### src/rtl/tick_rate_scheduler.sv
// Programmable tick-enable generator: divides the system clock into single-cycle ticks
// with run/stop, single-step and period-aligned divisor reconfiguration.
module tick_rate_scheduler #(
    parameter int DIV_WIDTH   = 24,
    parameter int DEFAULT_DIV = 3333333,
    parameter int FRAME_WIDTH = 16
) (
    input  logic                   clk_in,
    input  logic                   reset_n,
    input  logic                   run,
    input  logic                   step,
    input  logic                   cfg_valid,
    input  logic [DIV_WIDTH-1:0]   cfg_div,
    output logic                   cfg_ready,
    output logic                   cfg_err,
    output logic                   tick,
    output logic                   phase,
    output logic [FRAME_WIDTH-1:0] frame_count,
    output logic [1:0]             state
);

    localparam logic [1:0] ST_IDLE = 2'd0;
    localparam logic [1:0] ST_RUN  = 2'd1;
    localparam logic [1:0] ST_PEND = 2'd2;

    localparam logic [DIV_WIDTH-1:0] DIV_ZERO = {DIV_WIDTH{1'b0}};
    localparam logic [DIV_WIDTH-1:0] DIV_ONE  = DIV_WIDTH'(1);
    localparam logic [DIV_WIDTH-1:0] DIV_TWO  = DIV_WIDTH'(2);
    localparam logic [DIV_WIDTH-1:0] DIV_DEF  = DIV_WIDTH'(DEFAULT_DIV);

    logic [1:0]             state_r;
    logic [1:0]             state_nxt_s;
    logic [DIV_WIDTH-1:0]   counter_r;
    logic [DIV_WIDTH-1:0]   counter_nxt_s;
    logic [DIV_WIDTH-1:0]   active_div_r;
    logic [DIV_WIDTH-1:0]   active_div_nxt_s;
    logic [DIV_WIDTH-1:0]   pending_r;
    logic [DIV_WIDTH-1:0]   pending_nxt_s;
    logic                   tick_r;
    logic                   tick_nxt_s;
    logic                   phase_r;
    logic [FRAME_WIDTH-1:0] frame_count_r;
    logic                   cfg_err_r;
    logic                   cfg_ready_r;

    logic cfg_fire_s;
    logic cfg_bad_s;
    logic cfg_take_s;
    logic terminal_s;

    assign cfg_fire_s = cfg_valid & cfg_ready_r;
    assign cfg_bad_s  = (cfg_div < DIV_TWO);
    assign cfg_take_s = cfg_fire_s & ~cfg_bad_s;
    assign terminal_s = (counter_r == (active_div_r - DIV_ONE));

    // State register
    always_ff @(posedge clk_in or negedge reset_n) begin
        if (!reset_n) begin
            state_r <= ST_IDLE;
        end else begin
            state_r <= state_nxt_s;
        end
    end

    // Next-state decode; the unused encoding falls back to IDLE
    always_comb begin
        state_nxt_s = ST_IDLE;
        case (state_r)
            ST_IDLE: begin
                if (run) state_nxt_s = ST_RUN;
                else     state_nxt_s = ST_IDLE;
            end
            ST_RUN: begin
                if (!run)           state_nxt_s = ST_IDLE;
                else if (cfg_take_s) state_nxt_s = ST_PEND;
                else                 state_nxt_s = ST_RUN;
            end
            ST_PEND: begin
                if (!run)           state_nxt_s = ST_IDLE;
                else if (terminal_s) state_nxt_s = ST_RUN;
                else                 state_nxt_s = ST_PEND;
            end
            default: state_nxt_s = ST_IDLE;
        endcase
    end

    // Counter, divisor and tick decode; a divisor taken while run drops goes straight to active
    always_comb begin
        counter_nxt_s    = counter_r;
        active_div_nxt_s = active_div_r;
        pending_nxt_s    = pending_r;
        tick_nxt_s       = 1'b0;
        case (state_r)
            ST_IDLE: begin
                counter_nxt_s = DIV_ZERO;
                if (cfg_take_s) active_div_nxt_s = cfg_div;
                else            active_div_nxt_s = active_div_r;
                if (!run && step) tick_nxt_s = 1'b1;
                else              tick_nxt_s = 1'b0;
            end
            ST_RUN: begin
                if (!run) begin
                    counter_nxt_s = DIV_ZERO;
                    if (cfg_take_s) active_div_nxt_s = cfg_div;
                    else            active_div_nxt_s = active_div_r;
                end else begin
                    if (terminal_s) begin
                        counter_nxt_s = DIV_ZERO;
                        tick_nxt_s    = 1'b1;
                    end else begin
                        counter_nxt_s = counter_r + DIV_ONE;
                        tick_nxt_s    = 1'b0;
                    end
                    if (cfg_take_s) pending_nxt_s = cfg_div;
                    else            pending_nxt_s = pending_r;
                end
            end
            ST_PEND: begin
                if (!run) begin
                    counter_nxt_s    = DIV_ZERO;
                    active_div_nxt_s = pending_r;
                end else if (terminal_s) begin
                    counter_nxt_s    = DIV_ZERO;
                    active_div_nxt_s = pending_r;
                    tick_nxt_s       = 1'b1;
                end else begin
                    counter_nxt_s    = counter_r + DIV_ONE;
                end
            end
            default: begin
                counter_nxt_s = DIV_ZERO;
            end
        endcase
    end

    // Datapath and registered outputs
    always_ff @(posedge clk_in or negedge reset_n) begin
        if (!reset_n) begin
            counter_r     <= DIV_ZERO;
            active_div_r  <= DIV_DEF;
            pending_r     <= DIV_ZERO;
            tick_r        <= 1'b0;
            phase_r       <= 1'b0;
            frame_count_r <= {FRAME_WIDTH{1'b0}};
            cfg_err_r     <= 1'b0;
            cfg_ready_r   <= 1'b1;
        end else begin
            counter_r     <= counter_nxt_s;
            active_div_r  <= active_div_nxt_s;
            pending_r     <= pending_nxt_s;
            tick_r        <= tick_nxt_s;
            phase_r       <= phase_r ^ tick_nxt_s;
            frame_count_r <= frame_count_r + FRAME_WIDTH'(tick_nxt_s);
            cfg_err_r     <= cfg_fire_s & cfg_bad_s;
            cfg_ready_r   <= (state_nxt_s != ST_PEND);
        end
    end

    assign state       = state_r;
    assign tick        = tick_r;
    assign phase       = phase_r;
    assign frame_count = frame_count_r;
    assign cfg_err     = cfg_err_r;
    assign cfg_ready   = cfg_ready_r;

endmodule

### config.mk
export PLATFORM = sky130hd
export DESIGN_NAME = tick_rate_scheduler
export DESIGN_NICKNAME = d
export VERILOG_FILES = /design/src/rtl/tick_rate_scheduler.sv
export SDC_FILE = /design/constraint.sdc
export NUM_CORES = 1
export LEC_CHECK = 0
export ABC_CLOCK_PERIOD_IN_PS = 4350
export BUFFER_PORTS_ARGS = -buffer_cell sky130_fd_sc_hd__buf_4
export CAP_MARGIN = 30
export CELL_PAD_IN_SITES_DETAIL_PLACEMENT = 1
export CELL_PAD_IN_SITES_GLOBAL_PLACEMENT = 1
export CORE_ASPECT_RATIO = 0.7
export CORE_MARGIN = 4
export CORE_UTILIZATION = 40
export CTS_BUF_LIST = sky130_fd_sc_hd__clkbuf_16
export DETAILED_ROUTE_END_ITERATION = 6
export HOLD_SLACK_MARGIN = 0.15
export PLACE_DENSITY_LB_ADDON = 0.05
export SYNTH_ARGS = -nofsm -noshare
export SYNTH_HDL_FRONTEND = slang
export SYNTH_SLANG_ARGS = --single-unit
### constraint.sdc
create_clock -name clk_in -period 4.35 [get_ports clk_in]
set_input_delay 0.6525 -clock clk_in [delete_from_list [all_inputs] [get_ports clk_in]]
set_output_delay 0.6525 -clock clk_in [all_outputs]
set_load 0.01 [all_outputs]
==> run summary <==
Initial Util - 40.8%
I/O pin total - 51
most frequent cells in the layout - 80 x dfrtp_1, 58 x buf_4, 45 x nor2_1, 43 x mux2_2, 39 x xnor2_1
largest net degree at the start of global routing - 54
status - complete, no violations
setup TNS - 0 ps
Distinct cells, synth - 51
Iter 0 DRT Violations - 134
CTS Buf Count - 9
fillers - 1344
Yosys reg bits - 94
number of global-route vias before repair - 3909
ant diodes - 0
type of origin of the critical path - flop
total track usage - 18.7%
post-DR wirelength/cell - 18.4 um
register-to-register setup slack - 630 ps
Critical R2R Capture - frame_count[15]$_DFF_PN0_
IO Port Bufs - 50
final wirelength - 12.5 mm
Mapped Nets - 491
CTS tree - yes
Max clock buf depth - 2
Reg2Reg Depth - 14
sequential share of the synthesized area - 46.9%
total gr overflow - 0
area leader, netlist - dfrtp_1
worst IR drop on VDD - 0.225 mV
crit path time final - 3720 ps
post-synth top area share - 39.6%
final hold viol count - 0
fin crit share - 85.5%
initial antenna violation count - 0
hold buffers post-CTS - 0
number of clock sinks - 94
synth top area cells - dfrtp_1 40%, mux2_2 9.6%, dfstp_2 7.3%
switching pwr - 857 uW
final max-slew violation count - 0
worst min path class - in -> async
core area - 0.0124 mm2
CP Capture Type - flop
First-pass DRT Iterations - 4
Synth async-reset ratio - 100%
Sw Share - 31.0%
CP startpoint - active_div_r[0]$_DFFE_PN1P_
sequential share of power - 47.4%
Cell Area, Synth - 0.00506 mm2
via count - 3576
endpoints failing setup - 0
RSZ-0062 raised after global routing - false
reg-to-reg startpoint - active_div_r[0]$_DFFE_PN1P_
number of post-CTS setup repair buffers - 0
share of total power in the clock network - 28.0%
die area - 0.0145 mm2
die width - 142 um
fraction of layout cells with a size suffix above 1 - 29.5%
yosys warns - 0
Slew headroom - 38.9%
clock latency on the worst-skew pair - 340 ps
most common cell after layout, fill and taps aside - dfrtp_1
total leakage power - 2.54 nW
Cell Rows - 34
end point of the critical path - frame_count[15]$_DFF_PN0_
total power per unit cell area - 465 mW/mm2
area delta synth->final - 17.6%
H-tree depth - 3
nets@finish - 549
ys flop type - dfrtp_1
Final HPWL DP - 9.44 mm
Int Power - 1.91 mW
Comb pwr share - 24.6%
hold_ws - 215 ps
syn_area_per_cell - 11.2 um2
Worst-path clk slew - 70 ps
worst path arrival time - 3940 ps
gpl congestion - 0.839
remaining antenna violation count - 0
CTS root buffer - clkbuf_16
Worst Path Max Fanout - 6
die height - 102 um
CP Class - reg -> reg
Cells after Synth - 453
Max Clock Freq - 269 MHz
skew final - 10.0 ps
first-pass GRT wire length - 21.1 mm
via density per instance - 5.27
Slew @ Worst Pin - 908 ps
DRC - 0
max-cap violations - 0
Data required, critical path - 4570 ps
Post-synth EDFFs - 0
post-CTS sizing - 0
## how the worst min path moves through the flow
stage | endpoint | slack [ps]
after floorplan | active_div_r[13]$_DFFE_PN0P_ | 360
after global placement | frame_count[15]$_DFF_PN0_ | 460
after detailed placement | frame_count[15]$_DFF_PN0_ | 490
after CTS | frame_count[15]$_DFF_PN0_ | 210
after global routing | frame_count[13]$_DFF_PN0_ | 230
final | counter_r[17]$_DFF_PN0_ | 220
## metrics by stage
| step | std cells | worst slack, ps | utilization [%] | power [mW] | area (um2) |
|---|---|---|---|---|---|
| floorplan | 453 | 1160 | - | 1.74 | 5060 |
| global placement | 661 | 546 | 45.4 | 1.98 | 5630 |
| detailed placement | 662 | 314 | 45.7 | 2.01 | 5650 |
| CTS | 678 | 314 | 48.0 | 2.80 | 5940 |
| global route | 678 | 270 | 48.0 | 2.94 | 5950 |
| finish | 678 | 630 | 48.0 | 2.77 | 5950 |
## worst max-delay path, cell delays in order, from the launching register on
cell and delay, ps:
dfstp_2 570, inv_1 80, ha_1 230, nor3b_2 210
a211oi_1 240, a31oi_1 60, nor4_1 330, o2111ai_1 200
nor4_1 340, o21ba_2 250, ha_1 210, nand4_1 220
nor2_1 350, nand3_1 160, xnor2_1 150
## synthesized netlist by cell type, types with 9 or more instances
cell type	count
mux2_2	43
nand4_1	10
dfstp_2	14
xor2_1	28
nor4_1	10
xnor2_1	39
mux2i_1	13
nand2_1	25
ha_1	9
nor3_1	12
nand3_1	21
mux2_4	14
inv_1	14
dfrtp_1	80
nor2_1	45
## state kept, by name, indices dropped and copies added, names as in the netlist
register,cells
phase,1
tick,1
counter_r,24
state,2
pending_r,24
active_div_r,24
cfg_err,1
cfg_ready,1
frame_count,16
## metal layers
metal,global-route usage [%],share of wire [%],up-vias
met3,4.12,3.5,12
met2,27.8,43,50
met5,0,0,-
met1,27.9,52,1813
met4,4.09,0.82,0
li1,-,-,1701
## power groups by stage
stage,Clock [mW],Sequential [mW],Combinational [mW]
floorplan,0,1.26,0.478
global placement,0,1.32,0.668
detailed placement,0,1.33,0.683
CTS,0.798,1.31,0.690
global route,0.837,1.35,0.756
finish,0.774,1.31,0.681
## cell type report
| class | instances | area, um2 | share of cell area [%] |
|---|---|---|---|
| Clock buffer | 9 | 225 | 3.79 |
| Clock inverter | 7 | 63.8 | 1.07 |
| Inverter | 14 | 52.6 | 0.884 |
| Multi-Input combinational cell | 333 | 2570 | 43.2 |
| Sequential cell | 94 | 2370 | 39.8 |
| Tap cell | 162 | 203 | 3.41 |
| Timing Repair Buffer | 59 | 463 | 7.78 |
## cell families after synthesis
group / count (synthesis) / synth area share, %
compound gates: 32 / 4.41
xor+xnor: 67 / 11.6
fa+ha+maj: 9 / 2.23
buf+inv: 26 / 2.40
flops: 94 / 46.9
mux: 74 / 17.2
simple gates: 151 / 15.3
(Power assumes the default switching activity.)
